`config.mk`:
```
export PLATFORM = sky130hd
export DESIGN_NAME = pnd_scan_ctrl_flat
export DESIGN_NICKNAME = d
export VERILOG_FILES = /design/src/rtl/pnd_scan_if.sv /design/src/rtl/pnd_scan_ctrl.sv /design/src/flat_wrapper.sv
export SDC_FILE = /design/constraint.sdc
export NUM_CORES = 1
export LEC_CHECK = 0
export ABC_AREA = 1
export ABC_CLOCK_PERIOD_IN_PS = 2200
export BUFFER_PORTS_ARGS = -buffer_cell sky130_fd_sc_hd__clkbuf_2
export CORE_MARGIN = 8
export CORE_UTILIZATION = 37
export CTS_CLUSTER_DIAMETER = 120
export DETAILED_ROUTE_END_ITERATION = 12
export GPL_TIMING_DRIVEN = 1
export PLACE_DENSITY = 0.57
export SETUP_SLACK_MARGIN = 0.5
export SYNTH_ARGS = -nofsm -noshare
export SYNTH_HDL_FRONTEND = slang
export SYNTH_SLANG_ARGS = --single-unit
```
`constraint.sdc`:
```
create_clock -name clk -period 2.2 [get_ports clk]
set_clock_uncertainty 0.2 [all_clocks]
set_input_delay 0 -clock clk [delete_from_list [all_inputs] [get_ports clk]]
set_output_delay 0 -clock clk [all_outputs]
set_load 0.02 [all_outputs]
```
`src/rtl/pnd_scan_if.sv`:
```
`default_nettype none
// ============================================================================
// Module   : pnd_scan_if
// Purpose  : Host/detector-facing signal bundle of the prime-detector scanner.
// Revision : 1.0 - initial release
// ============================================================================
interface pnd_scan_if #(
    parameter int CNT_W = 4
);
    logic             start;
    logic [2:0]       lo;
    logic [2:0]       hi;
    logic [2:0]       d_out;
    logic             p_in;
    logic             busy;
    logic             res_valid;
    logic [2:0]       res_value;
    logic             res_prime;
    logic             done;
    logic             err;
    logic [CNT_W-1:0] prime_count;
    logic [7:0]       prime_map;

    // Host/test side: issues requests and plays the detector.
    modport master (
        output start, lo, hi, p_in,
        input  d_out, busy, res_valid, res_value, res_prime,
               done, err, prime_count, prime_map
    );

    // Scan controller side.
    modport slave (
        input  start, lo, hi, p_in,
        output d_out, busy, res_valid, res_value, res_prime,
               done, err, prime_count, prime_map
    );
endinterface
`default_nettype wire

```
`src/rtl/pnd_scan_ctrl.sv`:
```
`default_nettype none
// ============================================================================
// Module   : pnd_scan_ctrl
// Purpose  : Sweeps [lo, hi] through a 3-bit prime detector, streams results,
//            and accumulates a prime count and bitmap.
// Revision : 1.0 - initial release
// ============================================================================
module pnd_scan_ctrl #(
    parameter int DWELL = 1,
    parameter int CNT_W = 4
) (
    input  wire logic    clk,
    input  wire logic    rst_n,
    pnd_scan_if.slave    bus
);

    localparam logic [3:0]       c_DWELL_LAST = 4'(DWELL - 1);
    localparam logic [CNT_W-1:0] c_CNT_MAX    = '1;

    typedef enum logic [1:0] {
        S_IDLE   = 2'd0,
        S_DRIVE  = 2'd1,
        S_SAMPLE = 2'd2,
        S_FIN    = 2'd3
    } state_t;

    state_t           r_state;
    logic [2:0]       r_cur;
    logic [2:0]       r_hi;
    logic [3:0]       r_dwell;
    logic [2:0]       r_d_out;
    logic             r_busy;
    logic             r_res_valid;
    logic [2:0]       r_res_value;
    logic             r_res_prime;
    logic             r_done;
    logic             r_err;
    logic [CNT_W-1:0] r_prime_count;
    logic [7:0]       r_prime_map;

    always_ff @(posedge clk or negedge rst_n) begin
        if (!rst_n) begin
            r_state       <= S_IDLE;
            r_cur         <= 3'd0;
            r_hi          <= 3'd0;
            r_dwell       <= 4'd0;
            r_d_out       <= 3'd0;
            r_busy        <= 1'b0;
            r_res_valid   <= 1'b0;
            r_res_value   <= 3'd0;
            r_res_prime   <= 1'b0;
            r_done        <= 1'b0;
            r_err         <= 1'b0;
            r_prime_count <= '0;
            r_prime_map   <= 8'd0;
        end else begin
            r_res_valid <= 1'b0;
            r_done      <= 1'b0;
            r_err       <= 1'b0;
            case (r_state)
                S_IDLE: begin
                    if (bus.start) begin
                        if (bus.lo <= bus.hi) begin
                            r_cur         <= bus.lo;
                            r_hi          <= bus.hi;
                            r_d_out       <= bus.lo;
                            r_dwell       <= 4'd0;
                            r_prime_count <= '0;
                            r_prime_map   <= 8'd0;
                            r_busy        <= 1'b1;
                            r_state       <= S_DRIVE;
                        end else begin
                            r_err <= 1'b1;
                        end
                    end
                end

                S_DRIVE: begin
                    // Capture on the edge that closes the dwell window: the
                    // strobe then coincides with SAMPLE (d_out still held),
                    // so the last strobe lands one cycle ahead of done.
                    if (r_dwell == c_DWELL_LAST) begin
                        r_res_value <= r_cur;
                        r_res_prime <= bus.p_in;
                        r_res_valid <= 1'b1;
                        if (bus.p_in) begin
                            if (r_prime_count != c_CNT_MAX)
                                r_prime_count <= r_prime_count + CNT_W'(1);
                            r_prime_map[r_cur] <= 1'b1;
                        end
                        r_state <= S_SAMPLE;
                    end else begin
                        r_dwell <= r_dwell + 4'd1;
                    end
                end

                S_SAMPLE: begin
                    // Compare before incrementing so hi = 7 terminates cleanly.
                    if (r_cur == r_hi) begin
                        r_busy  <= 1'b0;
                        r_done  <= 1'b1;
                        r_d_out <= 3'd0;
                        r_state <= S_FIN;
                    end else begin
                        r_cur   <= r_cur + 3'd1;
                        r_d_out <= r_cur + 3'd1;
                        r_dwell <= 4'd0;
                        r_state <= S_DRIVE;
                    end
                end

                S_FIN: begin
                    r_state <= S_IDLE;
                end

                default: begin
                    r_state <= S_IDLE;
                end
            endcase
        end
    end

    assign bus.d_out       = r_d_out;
    assign bus.busy        = r_busy;
    assign bus.res_valid   = r_res_valid;
    assign bus.res_value   = r_res_value;
    assign bus.res_prime   = r_res_prime;
    assign bus.done        = r_done;
    assign bus.err         = r_err;
    assign bus.prime_count = r_prime_count;
    assign bus.prime_map   = r_prime_map;

endmodule
`default_nettype wire
```
`src/flat_wrapper.sv`:
```
// flat-port wrapper written by rule: the top's interface ports become plain ports
module pnd_scan_ctrl_flat 
#(
    parameter int DWELL = 1,
    parameter int CNT_W = 4
)
  (clk, rst_n, bus_start, bus_lo, bus_hi, bus_p_in, bus_d_out, bus_busy, bus_res_valid, bus_res_value, bus_res_prime, bus_done, bus_err, bus_prime_count, bus_prime_map);
  pnd_scan_if #(.CNT_W(CNT_W)) bus_i ();
  input  wire logic clk;
  input  wire logic rst_n;
  input wire logic [$bits(bus_i.start)-1:0] bus_start;
  input wire logic [$bits(bus_i.lo)-1:0] bus_lo;
  input wire logic [$bits(bus_i.hi)-1:0] bus_hi;
  input wire logic [$bits(bus_i.p_in)-1:0] bus_p_in;
  output wire logic [$bits(bus_i.d_out)-1:0] bus_d_out;
  output wire logic [$bits(bus_i.busy)-1:0] bus_busy;
  output wire logic [$bits(bus_i.res_valid)-1:0] bus_res_valid;
  output wire logic [$bits(bus_i.res_value)-1:0] bus_res_value;
  output wire logic [$bits(bus_i.res_prime)-1:0] bus_res_prime;
  output wire logic [$bits(bus_i.done)-1:0] bus_done;
  output wire logic [$bits(bus_i.err)-1:0] bus_err;
  output wire logic [$bits(bus_i.prime_count)-1:0] bus_prime_count;
  output wire logic [$bits(bus_i.prime_map)-1:0] bus_prime_map;
  assign bus_i.start = bus_start;
  assign bus_i.lo = bus_lo;
  assign bus_i.hi = bus_hi;
  assign bus_i.p_in = bus_p_in;
  assign bus_d_out = bus_i.d_out;
  assign bus_busy = bus_i.busy;
  assign bus_res_valid = bus_i.res_valid;
  assign bus_res_value = bus_i.res_value;
  assign bus_res_prime = bus_i.res_prime;
  assign bus_done = bus_i.done;
  assign bus_err = bus_i.err;
  assign bus_prime_count = bus_i.prime_count;
  assign bus_prime_map = bus_i.prime_map;
  pnd_scan_ctrl #(.DWELL(DWELL), .CNT_W(CNT_W)) u_core (.clk(clk), .rst_n(rst_n), .bus(bus_i));
endmodule
```
-- Word level (Yosys, flattened, before mapping)
Cells that the tools add are included.
- register bits: 35
- latch bits: 0
- bits in writable memories: 0
- memory bits (read-only): 0
- input bits: 10
- output and inout port bits: 23
- memories kept: 0
- $add $sub $neg: 3
- multiply operators: 0
- div/mod/pow operators: 0
- $lt $le $gt $ge: 3
- eq/ne operators: 13
- shifts and indexed selects: 0
- muxes and demuxes: 38
- bitwise gates (word level): 1
- reductions and logical operators: 15
- operators by type and width (operator ; count):
    two-way mux 8 bit ; 4
    two-way mux 4 bit ; 7
    case mux 8 bit (2 select lines) ; 1
    two-way mux 3 bit ; 4
    case mux 3 bit (2 select lines) ; 2
    case mux 4 bit (3 select lines) ; 1
    two-way mux 1 bit ; 11
    AND reduction 5 bit ; 2
    AND reduction 3 bit ; 3
    adder 4 x 1 -> 4 bit (second input constant) ; 2
    two-way mux 2 bit ; 4
    != test 2 x 1 -> 1 bit (second input constant) ; 4
    != test 2 bit (second input constant) ; 4
    bitwise OR 8 bit ; 1
    case mux 2 bit (4 select lines) ; 1
    case mux 4 bit (2 select lines) ; 1
    AND reduction 4 bit ; 2
    AND reduction 6 bit ; 1
    == test 2 bit (second input constant) ; 2
    logical NOT 4 bit ; 1
    < comparator 3 x 4 -> 1 bit (second input constant) ; 1
    != test 4 bit (second input constant) ; 1
    nonzero test 2 bit ; 2
    adder 3 x 1 -> 3 bit (second input constant) ; 1
    other kinds (10) ; 10

-- Logic depth before layout (Yosys ltp)
- depth in word-level cells: 8
- depth in mapped cells: 11
- depth with buffers taken out: 11

-- Worst setup path after synthesis
OpenSTA, ideal clock, no wires.
- path type: reg2reg
- start point: reg u_core.r_dwell[0]
- end point: reg u_core.r_prime_count[0], in the netlist u_core.bus.prime_count[0]
- arrival time: 1.381 ns
- slack: 0.502 ns
- stages on the path, launching flop included: 10
- buffers on the path: 0
- clock period less this slack: 1.698 ns
- cells stage by stage: dfrtp_1 -> inv_1 -> ha_1 -> nand2_1 -> nand2_1 -> inv_1 -> nor2_1 -> nand2_1 -> nand2_1 -> nand2_1
- longest elaborated chain between the ends: 3
- RTL lines (item ; line ; RTL):
    start: declaration ; pnd_scan_ctrl.sv:30 ; logic [3:0] r_dwell;
    start signal: assignment ; pnd_scan_ctrl.sv:93 ; r_dwell <= r_dwell + 4'd1;
    logical NOT 4 bit ; pnd_scan_ctrl.sv:82 ; if (r_dwell == c_DWELL_LAST) begin
    != test 2 x 1 -> 1 bit (no line) ; -- ;
    AND reduction 6 bit (no line) ; -- ;
    end signal: assignment ; pnd_scan_ctrl.sv:88 ; r_prime_count <= r_prime_count + CNT_W'(1);
    end: declaration ; pnd_scan_ctrl.sv:38 ; logic [CNT_W-1:0] r_prime_count;
Every way passes these cells.
A chain may end at the register's enable or synchronous reset.

-- Worst setup path in the final report
- start point: reg u_core.r_state[0]
- end point: reg u_core.r_res_prime, in the netlist u_core.bus.res_prime
- longest elaborated chain between the ends: 2
- RTL lines (item ; line ; RTL):
    start: declaration ; pnd_scan_ctrl.sv:27 ; state_t r_state;
    start signal: assignment ; pnd_scan_ctrl.sv:43 ; r_state <= S_IDLE;
    start signal: assignment ; pnd_scan_ctrl.sv:71 ; r_state <= S_DRIVE;
    start signal: assignment ; pnd_scan_ctrl.sv:91 ; r_state <= S_SAMPLE;
    == test 2 x 1 -> 1 bit ; pnd_scan_ctrl.sv:60 ; case (r_state)
    AND reduction 2 bit (no line) ; -- ;
    end signal: assignment ; pnd_scan_ctrl.sv:84 ; r_res_prime <= bus.p_in;
    end: declaration ; pnd_scan_ctrl.sv:35 ; logic r_res_prime;
Every way passes these cells.

==> out/qor.yml <==
cts_root_buffer: "clkbuf_8"
wl_mm: 4.08
netSwitchingPower_w: 0.00152
viasPerCell: 4.73
ys_seq_elements: 35
crit_required_ns: 2.17
arrival_ns: 1.57
ir_drop_v: 0.000528
timing.rr.end: "u_core.bus.res_prime"
antenna_found_initial: 0
max_clock_freq_ghz: 0.627
setup-violations-final: 0
tightest_slew_ns: 0.860
start_util_pct: 37.9
r2r_start: "u_core.r_state[0]"
clock_latency_ns: 0.29
crit_slowest_cell: "dfrtp_2"
synth_area_per_cell_um2: 8.16
port_buffers: 32
placed_area_mm2: 0.00202
yosys.area.top_type: "dfrtp_1"
pwr-share-clk_pct: 13.6
antennaDiodeCount: 0
post-dp-hpwl_mm: 2.95
vias: 1555
cts_tree: "yes"
synth_nets: 235
avgRoutedWirePerCell_um: 12.4
clk_path_buf_depth: 2
crit_path_start: "u_core.r_state[0]"
hp-class: "input port to register"
syn_area_mm2: 0.00178
cpPeakStageDelay_ns: 0.45
path_common_cell: "inv_4"
grt_pass1_wl_mm: 7.02
power_density_mw_per_mm2: 1430
nets: 291
drc: 0
p_int_w: 0.00176
layout_min_cycle_time_ns: 1.59
dr.pass1.iters: 4
critPathCapture: "u_core.bus.res_prime"
grt_max_degree: 36
dieWidth_um: 85.3
synth_top_cell_area_share_pct: 49.2
htreeDepth: 2
crit_path_end_kind: "register"
numCtsBuffers: 5
leakage_nw: 1.26
rows: 25
synth.distinct_cells: 21
yosysSeqAreaShare_pct: 49.2
grt_pass1_vias: 1549
startpoint_type: "register"
cts.sinks: 35
track_usage_pct: 12.1
overflow: 0
final_cell_area_mm2: 0.00230
fin_crit_sh_pct: 72.5
path_cells: "inv_4, nor2_4, inv_4, nor2_8, mux2_2"
rsz0062_at_grt: "false"
die_h_um: 85.3
rrSetupSlack_ns: 0.61
drv_slew: 0
crit_fanout: 9
drt_iter0_drc: 89
die_area_mm2: 0.00728
run_status: "complete, no violations"
sequentialPowerShare_pct: 34.4
relSlewSlack_pct: 42.7
pin_count: 33
clk_pin_slew_ns: 0.07
drive_above_1_share_pct: 24.0
setup-tns-final_ns: 0
area_growth_pct: 29.2
final-hold-violation-count: 0
coreArea_mm2: 0.00469
synth.area.top_cells: "dfrtp_1 (49%), nand2_1 (17%), ha_1 (4.9%), inv_1 (4.0%), nor2_1 (3.8%)"
yosys_warnings: 0
path_class: "register to register"
switching_share_pct: 46.4
r2r_cells: 5
ant_nets: 0
synth_cells: 218
gp_congestion: 0.796
comb_power_share_pct: 52.0
maxCapViolCount: 0
[placed cells by master (no fill, tap or decap), drive strengths merged]
cell / instances
o21ai: 7
dfrtp: 35
nand2: 80
nand4: 5
xnor2: 5
dlygate4sd3: 9
xor2: 2
nand3b: 1
a21oi: 5
nand3: 14
a31oi: 3
mux2: 1
inv: 21
clkbuf: 39
buf: 9
nor2: 20
nor3: 6
ha: 7
clkinv: 1
o21a: 5
[stage by stage]
step | setup WS (ns) | util (%) | hold slack [ns] | power [W] | cells
3_3_place_gp | 0.396 | 43.0 | -0.0343 | 0.00263 | 305
4_1_cts | 0.513 | 47.3 | 0.119 | 0.00318 | 325
2_1_floorplan | 0.502 | - | -0.496 | 0.00217 | 218
5_1_grt | 0.490 | 49.0 | 0.166 | 0.00358 | 329
3_5_place_dp | 0.345 | 43.0 | -0.0320 | 0.00265 | 305
6_report | 0.606 | 49.0 | 0.134 | 0.00328 | 329
[kinds of logic (layout without fill, tap and decap cells)]
kind of cell | after synthesis | in the layout | share of synthesized area, %
AOI/OAI and AO/OA | 20 | 20 | 6.54
DFF | 35 | 35 | 49.2
and+or+nand+nor | 126 | 126 | 30.5
adders and majority gates | 7 | 7 | 4.92
xor gates and xnor gates | 7 | 7 | 3.45
buffers and inverters | 22 | 79 | 4.71
muxes | 1 | 1 | 0.633
[worst min path at each step]
stage	startpoint	endpoint	slack, ns	cells past startpoint
2_1_floorplan	rst_n	u_core.bus.busy	-0.50	0
3_3_place_gp	rst_n	u_core.r_hi[1]	-0.03	1
3_5_place_dp	rst_n	u_core.r_hi[1]	-0.03	1
4_1_cts	bus_hi[0]	u_core.bus.err	0.12	5
5_1_grt	bus_hi[0]	u_core.bus.err	0.17	5
6_report	bus_hi[0]	u_core.bus.err	0.13	5
[sequential cells by signal, summed over array words and instances, names as in the netlist, 2 cells and up]
name                    flops
u_core.bus.prime_count      4
u_core.bus.prime_map        8
u_core.r_cur                3
u_core.bus.res_value        3
u_core.r_state              2
u_core.r_hi                 3
u_core.r_dwell              4
u_core.bus.d_out            3
[critical path, delay by kind of cell, from the launching register on]
family	cells	cell delay [ns]
buf+inv	2	0.16
flops	1	0.45
mux	1	0.34
simple gates	2	0.33
[metal layers]
metal	track usage (%)	routed length (um)
met3	2.90	172
met2	19.1	1880
met1	14.8	1960
met5	0	0
met4	6.69	78
[layout make-up]
cell class | instances | area, um2
clock buffers | 7 | 76.3
clock inverters | 1 | 5.00
fillers | 469 | 2390
inverters | 21 | 83.8
multi-input cells | 161 | 870
flip-flops and latches | 35 | 878
well taps | 54 | 67.6
repair buffers | 50 | 318
[synth_stat cells]
cell type,number
xor2_1,2
mux2_2,1
inv_2,2
nand3_1,13
nand2_1,80
nor3_1,6
a31oi_1,3
o21a_1,5
nor2_4,1
nor2_1,18
o21ai_0,7
ha_1,7
nand3_2,1
nand4_1,5
nand3b_1,1
a21oi_1,5
dfrtp_1,35
inv_1,19
nor2_8,1
buf_2,1
xnor2_1,5
[power groups by stage]
stage	clock [W]	sequential (W)	combinational [W]
2_1_floorplan	0	0.00126	0.000910
3_3_place_gp	0	0.00112	0.00151
3_5_place_dp	0	0.00112	0.00153
4_1_cts	0.000459	0.00111	0.00161
5_1_grt	0.000492	0.00117	0.00192
6_report	0.000446	0.00113	0.00170
[what timing repair did]
action / 4_1_cts / 5_1_grt
hold endpoints to repair: 47 / 0
pin swaps: 1 / 5
endpoints found under the setup margin: 17 / 23
resized for setup: 3 / 17
buffers inserted: 3 / 4
hold buffers: 9 / 0
(Power assumes the default switching activity.)
